### src/rtl/sb_pkg.sv
// sb_pkg: shared sideband packet width, inter-packet gap length and serializer state type
package sb_pkg;
  localparam int SB_PKT_W = 64;
  localparam int SB_GAP_UI = 32;
  typedef enum logic [1:0] {IDLE, LOADED, SHIFT, GAP} sb_ser_state_t;
endpackage

### src/rtl/sb_ui_counter.sv
// sb_ui_counter: load/decrement UI counter (i_clk, i_rst_n, i_load+i_load_val wins over i_dec) with o_tc high at zero
module sb_ui_counter #(
  parameter int W = 6
) (
  input  logic         i_clk,
  input  logic         i_rst_n,
  input  logic         i_load,
  input  logic [W-1:0] i_load_val,
  input  logic         i_dec,
  output logic         o_tc
);
  logic [W-1:0] cnt;
  always_ff @(posedge i_clk or negedge i_rst_n)
    if (!i_rst_n) cnt <= '0;
    else if (i_load) cnt <= i_load_val;
    else if (i_dec && cnt != '0) cnt <= cnt - W'(1);
  assign o_tc = cnt == '0;
endmodule

### src/rtl/sb_tx_serializer.sv
// sb_tx_serializer: FWFT packet capture on i_read_enable, LSB-first shift-out after i_clk_en (o_txdata/o_txclk_en), o_ser_done on last bit, o_packet_finished over the gap
module sb_tx_serializer
  import sb_pkg::*;
#(
  parameter int DATA_W = SB_PKT_W,
  parameter int GAP_UI = SB_GAP_UI
) (
  input  logic              i_clk,
  input  logic              i_rst_n,
  input  logic              i_read_enable,
  input  logic [DATA_W-1:0] i_data,
  input  logic              i_clk_en,
  output logic              o_read_enable_sampled,
  output logic              o_txdata,
  output logic              o_txclk_en,
  output logic              o_ser_done,
  output logic              o_packet_finished
);
  localparam int BW = $clog2(DATA_W);
  localparam int GW = $clog2(GAP_UI + 1);
  sb_ser_state_t state, state_d;
  logic [DATA_W-1:0] sreg, sreg_d;
  logic txdata_d, txclk_en_d, ser_done_d, pkt_fin_d, sampled_d;
  logic bit_load, bit_tc, gap_load, gap_tc;
  sb_ui_counter #(.W(BW)) u_bit_cnt (
    .i_clk(i_clk), .i_rst_n(i_rst_n), .i_load(bit_load), .i_load_val(BW'(DATA_W - 1)),
    .i_dec(state == SHIFT), .o_tc(bit_tc)
  );
  sb_ui_counter #(.W(GW)) u_gap_cnt (
    .i_clk(i_clk), .i_rst_n(i_rst_n), .i_load(gap_load), .i_load_val(GW'(GAP_UI)),
    .i_dec(state == GAP), .o_tc(gap_tc)
  );
  always_comb begin
    state_d = state;
    sreg_d = sreg;
    txdata_d = 1'b0;
    txclk_en_d = 1'b0;
    ser_done_d = 1'b0;
    pkt_fin_d = 1'b0;
    sampled_d = 1'b0;
    bit_load = 1'b0;
    gap_load = 1'b0;
    case (state)
      IDLE: if (i_read_enable) begin
        sreg_d = i_data;
        sampled_d = 1'b1;
        state_d = LOADED;
      end
      LOADED: if (i_clk_en) begin
        bit_load = 1'b1;
        state_d = SHIFT;
      end
      SHIFT: begin
        txdata_d = sreg[0];
        sreg_d = sreg >> 1;
        txclk_en_d = 1'b1;
        ser_done_d = bit_tc;
        gap_load = bit_tc;
        state_d = bit_tc ? GAP : SHIFT;
      end
      GAP: begin
        pkt_fin_d = !gap_tc;
        state_d = gap_tc ? IDLE : GAP;
      end
      default: state_d = IDLE;
    endcase
  end
  always_ff @(posedge i_clk or negedge i_rst_n)
    if (!i_rst_n) begin
      state <= IDLE;
      sreg <= '0;
      o_read_enable_sampled <= 1'b0;
      o_txdata <= 1'b0;
      o_txclk_en <= 1'b0;
      o_ser_done <= 1'b0;
      o_packet_finished <= 1'b0;
    end else begin
      state <= state_d;
      sreg <= sreg_d;
      o_read_enable_sampled <= sampled_d;
      o_txdata <= txdata_d;
      o_txclk_en <= txclk_en_d;
      o_ser_done <= ser_done_d;
      o_packet_finished <= pkt_fin_d;
    end
endmodule

### config.mk
export PLATFORM = sky130hd
export DESIGN_NAME = sb_tx_serializer
export DESIGN_NICKNAME = d
export VERILOG_FILES = /design/src/rtl/sb_pkg.sv /design/src/rtl/sb_ui_counter.sv /design/src/rtl/sb_tx_serializer.sv
export SDC_FILE = /design/constraint.sdc
export NUM_CORES = 1
export LEC_CHECK = 0
export CORE_ASPECT_RATIO = 0.6
export CORE_MARGIN = 3
export CORE_UTILIZATION = 30
export DETAILED_ROUTE_END_ITERATION = 16
export SYNTH_ARGS = -nofsm -noshare
export SYNTH_HDL_FRONTEND = slang
export SYNTH_SLANG_ARGS = --single-unit
### constraint.sdc
create_clock -name i_clk -period 2.3 [get_ports i_clk]
set_input_delay 0.46 -clock i_clk [delete_from_list [all_inputs] [get_ports i_clk]]
set_output_delay 0.46 -clock i_clk [all_outputs]
set_load 0.005 [all_outputs]
Word level (Yosys, flattened, before mapping)
Index checks and enable logic that the tools add are counted.

cells by class
  add/subtract/negate cells = 2
  equal/unequal tests = 5
  mux-type cells = 19
  reductions and logical operators = 13

operators with widths
  operator                                             number
  case mux 64 bit (2 select lines)                     1
  2-to-1 mux 64 bit                                    1
  2-to-1 mux 6 bit                                     4
  logical NOT 6 bit                                    2
  nonzero test 6 bit                                   2
  subtractor 6 x 1 -> 6 bit, second input constant     2
  2-to-1 mux 1 bit                                     9
  case mux 2 bit (4 select lines)                      1
  2-to-1 mux 2 bit                                     3
  nonzero test 2 bit                                   3
  equality test 2 bit, second input constant           2
  inequality test 2 bit, second input constant         2
  AND reduction 2 bit                                  2
  equality test 2 x 1 -> 1 bit, second input constant  1
  logical AND 1 bit                                    2
  logical NOT 2 bit                                    1
  logical NOT 1 bit                                    1

word-level totals
  flip-flop bits (word level) = 83
  input port bits = 68
  word-level logic and storage cells = 48

Logic depth before layout (Yosys ltp)
  depth in word-level cells = 4
  mapped depth = 6

Cells and area by module
Synthesis repeated with hierarchy kept, for this count alone.

second synthesis, totals
  cell total of the unflattened synthesis = 479
  area, all modules = 4446.8 µm²

modules (own cells, without submodules)
  module            times used  cells an instance  area each (µm²)
  sb_tx_serializer  1           379                3598.5
  sb_ui_counter     2           50                 424.2

Worst setup path before layout
Ideal clock, no wire load.

  kind = register -> register
  start point = reg u_bit_cnt.cnt[0]
  end point = reg state[0]
  library setup time = 82 ps
  arrival = 1635 ps
  path slack = 583 ps
  cell stages (with the launch flop) = 7
  path buffers = 1
  cells stage by stage = dfrtp_1 > inv_1 > ha_1 > or4b_1 > buf_2 > or3_1 > a31oi_1

on the way
  longest elaborated chain between the ends = 3

ends and longest elaborated chain
  element                          RTL line                source
  start: declaration               sb_ui_counter.sv:12     logic [W-1:0] cnt;
  start signal: assignment         sb_ui_counter.sv:15     else if (i_load) cnt <= i_load_val;
  start signal: assignment         sb_ui_counter.sv:16     else if (i_dec && cnt != '0) cnt <= cnt - W'(1);
  logical NOT 6 bit                sb_ui_counter.sv:17     assign o_tc = cnt == '0;
  2-to-1 mux 1 bit                 sb_tx_serializer.sv:59  state_d = bit_tc ? GAP : SHIFT;
  case mux 2 bit (4 select lines)  sb_tx_serializer.sv:43  case (state)
  end signal: assignment           sb_tx_serializer.sv:78  state <= state_d;
  end: declaration                 sb_tx_serializer.sv:21  sb_ser_state_t state, state_d;

No other way between the ends.
A chain may end at the register's enable or synchronous reset.

Worst setup path in the final report
  start point = reg u_bit_cnt.cnt[0]
  end point = reg u_bit_cnt.cnt[1]

on the way
  longest elaborated chain between the ends = 3
  elaborated cells on any way between the ends = 6
  classes of those cells = add/sub: 1; mux: 2; reduce/logical: 3

ends and longest elaborated chain
  element                                                          RTL line
  subtractor 6 x 1 -> 6 bit or nonzero test 6 bit (tied branches)  sb_ui_counter.sv:16
  2-to-1 mux 6 bit or logical AND 1 bit (tied branches)            sb_ui_counter.sv:16
  2-to-1 mux 6 bit or nonzero test 2 bit (tied branches)           -

Parallel ways exist; a longest one is shown, timed or not. The select of a mux whose other input is x is not followed.

==> impl_summary.md <==
Clocking
The maximum level of the CTS H-tree is 3. The clock passes through at most 2 buffers. The number of instances resized during post-cts repair is 0. The number of clock sinks seen by CTS is 83. The root buffer cell is clkbuf_16.

The clock latency of the later-clocked register in the worst-skew pair is 0.33 ns. The clock slew at the register clock pins of the worst setup and hold paths is 0.06 ns. After clock tree synthesis, the flow added hold-fix buffers numbering 0. Counting the buffers created by CTS gives 9. The clock tree from TritonCTS is built. After clock tree synthesis, the setup repair step added 0 buffers.

STA
The worst pin sits at a relative slew slack of 58.3%. Setup violations remaining at the end of the flow were counted as 0. The clock skew is 0.00730 ns. The shortest period the worst path allows is 1.91 ns. The number of failing hold endpoints at the final stage is 0. Across all setup checks in the final design, the least slack found is 0.395 ns.

Setup repair after global routing left no endpoint under its margin. The measured slew at the worst slew-check pin is 0.617 ns. The setup TNS is 0 ns. Timing would allow up to 525 MHz. The count of final max-slew check failures is 0. The post-route fraction of the period consumed by the critical path is 82.8%.

Final layout
Compared with the post-synthesis result, the final layout area differs by 31.7%. In the final layout, flip-flops and latches occupy 2080 um2. The cell area after layout is 5070 um2. Once layout is complete, the utilization of the core stands at 41.2%. In the final layout, the multi-input gates occupy 1660 um2. The number of antenna diodes is 0. In the final design database the tool counted 501 nets.

The share of post-route cells with drive strength above 1 is 5.28%. The number of fill cells in the layout is 1173.

Floorplanning
The floorplan step set the die height to 93.7 um. The die extent in x is 152 um. The core region area is 12300 um2. Pin placement for this block handled 73 I/O pins. The floorplan step defined a die boundary enclosing 14300 um2. The standard-cell row count is 31. The starting density of the core is 31.3%.

Pwr
The peak supply drop is 0.000670 V. The static leakage is 2.16 nW. The total power consumption of the routed design is 6.26 mW. Power spread over the standard cell area amounts to 1240 nW/um2.

Synth
The number of enable flip-flop cells after synthesis is 0. The most frequent cell after synthesis is dfrtp_1. The count of cell types in the netlist is 37. The gate count after technology mapping is 370.

Among all flip-flop cells after synthesis, the most frequent one is dfrtp_1. The synthesized cell area is 3850 um2. Of all flip-flops after synthesis, the portion carrying an async set or reset was 100%. In the synthesized netlist, the cells that appear most often are dfrtp_1, mux2i_1, nand2_1. In the post-synthesis netlist, the biggest area contributors are dfrtp_1, mux2i_1, nand2_1. The proportion of netlist area held by the largest area contributor is 54.0%. The number of nets handed over by synthesis was 440. The post-synthesis sequential element count is 83. dfrtp_1 takes more of the synthesized area than any other cell.

The number of warnings issued by yosys is 0. The average cell area after synthesis is 10.4 um2. The share of the Yosys chip area taken by registers is 54.0%.

Routing
The detailed router placed 2810 vias in this run. Using the TritonRoute via totals, the vias-per-cell ratio works out to 4.68. After the first detailed-routing iteration, the DRC count stood at 124.

The remaining design rule violation count is 0. The first TritonRoute pass finished after 4 iterations. In the final routed layout, each cell accounts on average for 13.6 um. The total routed wirelength is 8200 um. In this run the remaining antenna-violating nets after routing total 0.

Setup path
The count of buffer and inverter cells on the critical path is 1. STA classifies the critical path startpoint as a register. The critical path goes through inv_1 -> ha_1 -> or4b_1 -> o21ai_1 -> mux2i_1. The end of the critical path is u_bit_cnt.cnt[1]$_DFFE_PN0P_. The start of the worst register-to-register path is u_bit_cnt.cnt[0]$_DFFE_PN0P_. The slowest cell on the critical path is or4b_1. In this run the register-to-register setup slack is 0.39 ns. The origin of the worst setup path is u_bit_cnt.cnt[0]$_DFFE_PN0P_. The cell type group with the largest total delay on the critical path is simple AND/OR/NAND/NOR gates. The type of destination of the critical path is a register. The worst register-to-register path has a depth of 5. Data on the critical path arrives at its endpoint at 2.16 ns. The maximum fanout encountered on the critical timing path is 10.

The class of the most critical setup path is register to register. The delay of the slowest cell on the worst path is 0.62 ns. The terminus of the critical flop-to-flop path is u_bit_cnt.cnt[1]$_DFFE_PN0P_. The critical path runs through a total of 5 cells. The data required time of the worst path is 2.55 ns.

Global route
The initial antenna violation count came to 0. The aggregate global-route resource usage is 12.1%. The number of global-route vias before repair was 2721. The first-pass GRT wire length is 13800 um. Entering global routing, the biggest net connects 95 pins. For this run the aggregate overflow at the end of global routing stands at 0.

Status
The run finished with clean final reports.

Placement
The estimated wirelength of the detail-placed design is 5590 um. Routability-driven placement finished with a final weighted congestion of 0.817. Once placement finished, the instance area stood at 4760 um2.

The count of buffers added on input and output ports is 72. Before CTS, the worst setup slack after placement is 0.401 ns.

Run
The tool flagged a number of max-cap violations equal to 0.

Min path
The path category of the worst min-delay check is input port to asynchronous set/reset pin.
==> stage by stage <==
step                cells  hold WS (ns)
finish                601        0.0592
CTS                   601        0.0666
global route          601        0.0811
floorplan             370         0.164
global placement      585         0.437
detailed placement    585         0.434
==> how the worst min path moves through the flow <==
stage | start | to | slack, ns | cells past startpoint
after global placement | i_rst_n | sreg[39]$_DFFE_PN0P_ | 0.44 | 1
final | i_rst_n | sreg[37]$_DFFE_PN0P_ | 0.06 | 1
after global routing | i_rst_n | sreg[37]$_DFFE_PN0P_ | 0.08 | 1
after floorplan | i_rst_n | o_packet_finished$_DFF_PN0_ | 0.16 | 0
after CTS | i_rst_n | sreg[37]$_DFFE_PN0P_ | 0.07 | 1
after detailed placement | i_rst_n | sreg[37]$_DFFE_PN0P_ | 0.43 | 1
==> layout make-up <==
| class | count | area share [%] |
|---|---|---|
| clock inverter | 4 | 0.963 |
| tap | 165 | 4.07 |
| multi-input combinational | 255 | 32.7 |
| clock buffer | 12 | 5.06 |
| sequential | 83 | 41.0 |
| timing repair buffer | 77 | 15.9 |
| inverter | 5 | 0.370 |
==> cell usage in the layout (no fill, tap or decap), types with 2 or more instances in the layout <==
master           netlist  layout
buf_12                 0       4
a31oi_1                4       4
nand2_1               65      65
clkdlybuf4s50_1        0      71
o21bai_1               3       2
nor2b_1                4       3
a21oi_1                3       3
or3_1                  2       2
o21ai_1               39      39
clkinv_2               0       2
mux2i_1               68      68
or4b_1                 2       2
nand3b_1               2       2
clkbuf_8               0       2
o21ai_0               32      32
buf_4                  1       2
nor3_1                 2       2
nor2_1                 6       6
nor4_1                 3       3
clkbuf_16              0       9
ha_1                   2       2
dfrtp_1               83      83
nor4b_1                2       2
inv_1                  5       5
==> cells by family after synthesis <==
kind of cell / after synthesis / share of synthesized area (%)
AO/OA/AOI/OAI: 87 / 12.2
flip-flops: 83 / 54.0
buffers and inverters: 32 / 3.51
adder cells (fa/ha/maj): 2 / 0.650
multiplexers: 69 / 18.0
AND/OR/NAND/NOR: 97 / 11.7
==> metal layers <==
| layer | share of wire (%) | global-route usage [%] | wire (um) |
|---|---|---|---|
| met5 | 0 | 0 | 0 |
| met4 | 1.5 | 4.26 | 125 |
| met3 | 5.3 | 4.10 | 433 |
| met2 | 43 | 17.2 | 3510 |
| met1 | 50 | 17.1 | 4140 |
==> power breakdown <==
part | internal [mW] | switching (mW) | leakage, nW
registers | 2.10 | 0.420 | 1.02
logic | 1.09 | 1.19 | 0.988
clock network | 0.898 | 0.557 | 0.153
total | 4.09 | 2.17 | 2.16
==> state kept, by name, indices dropped and copies added, names as in the netlist <==
register	count
o_read_enable_sampled	1
sreg	64
u_gap_cnt.cnt	6
o_txdata	1
o_packet_finished	1
o_ser_done	1
o_txclk_en	1
u_bit_cnt.cnt	6
state	2
Note: power is estimated with default switching activity, not from simulation.
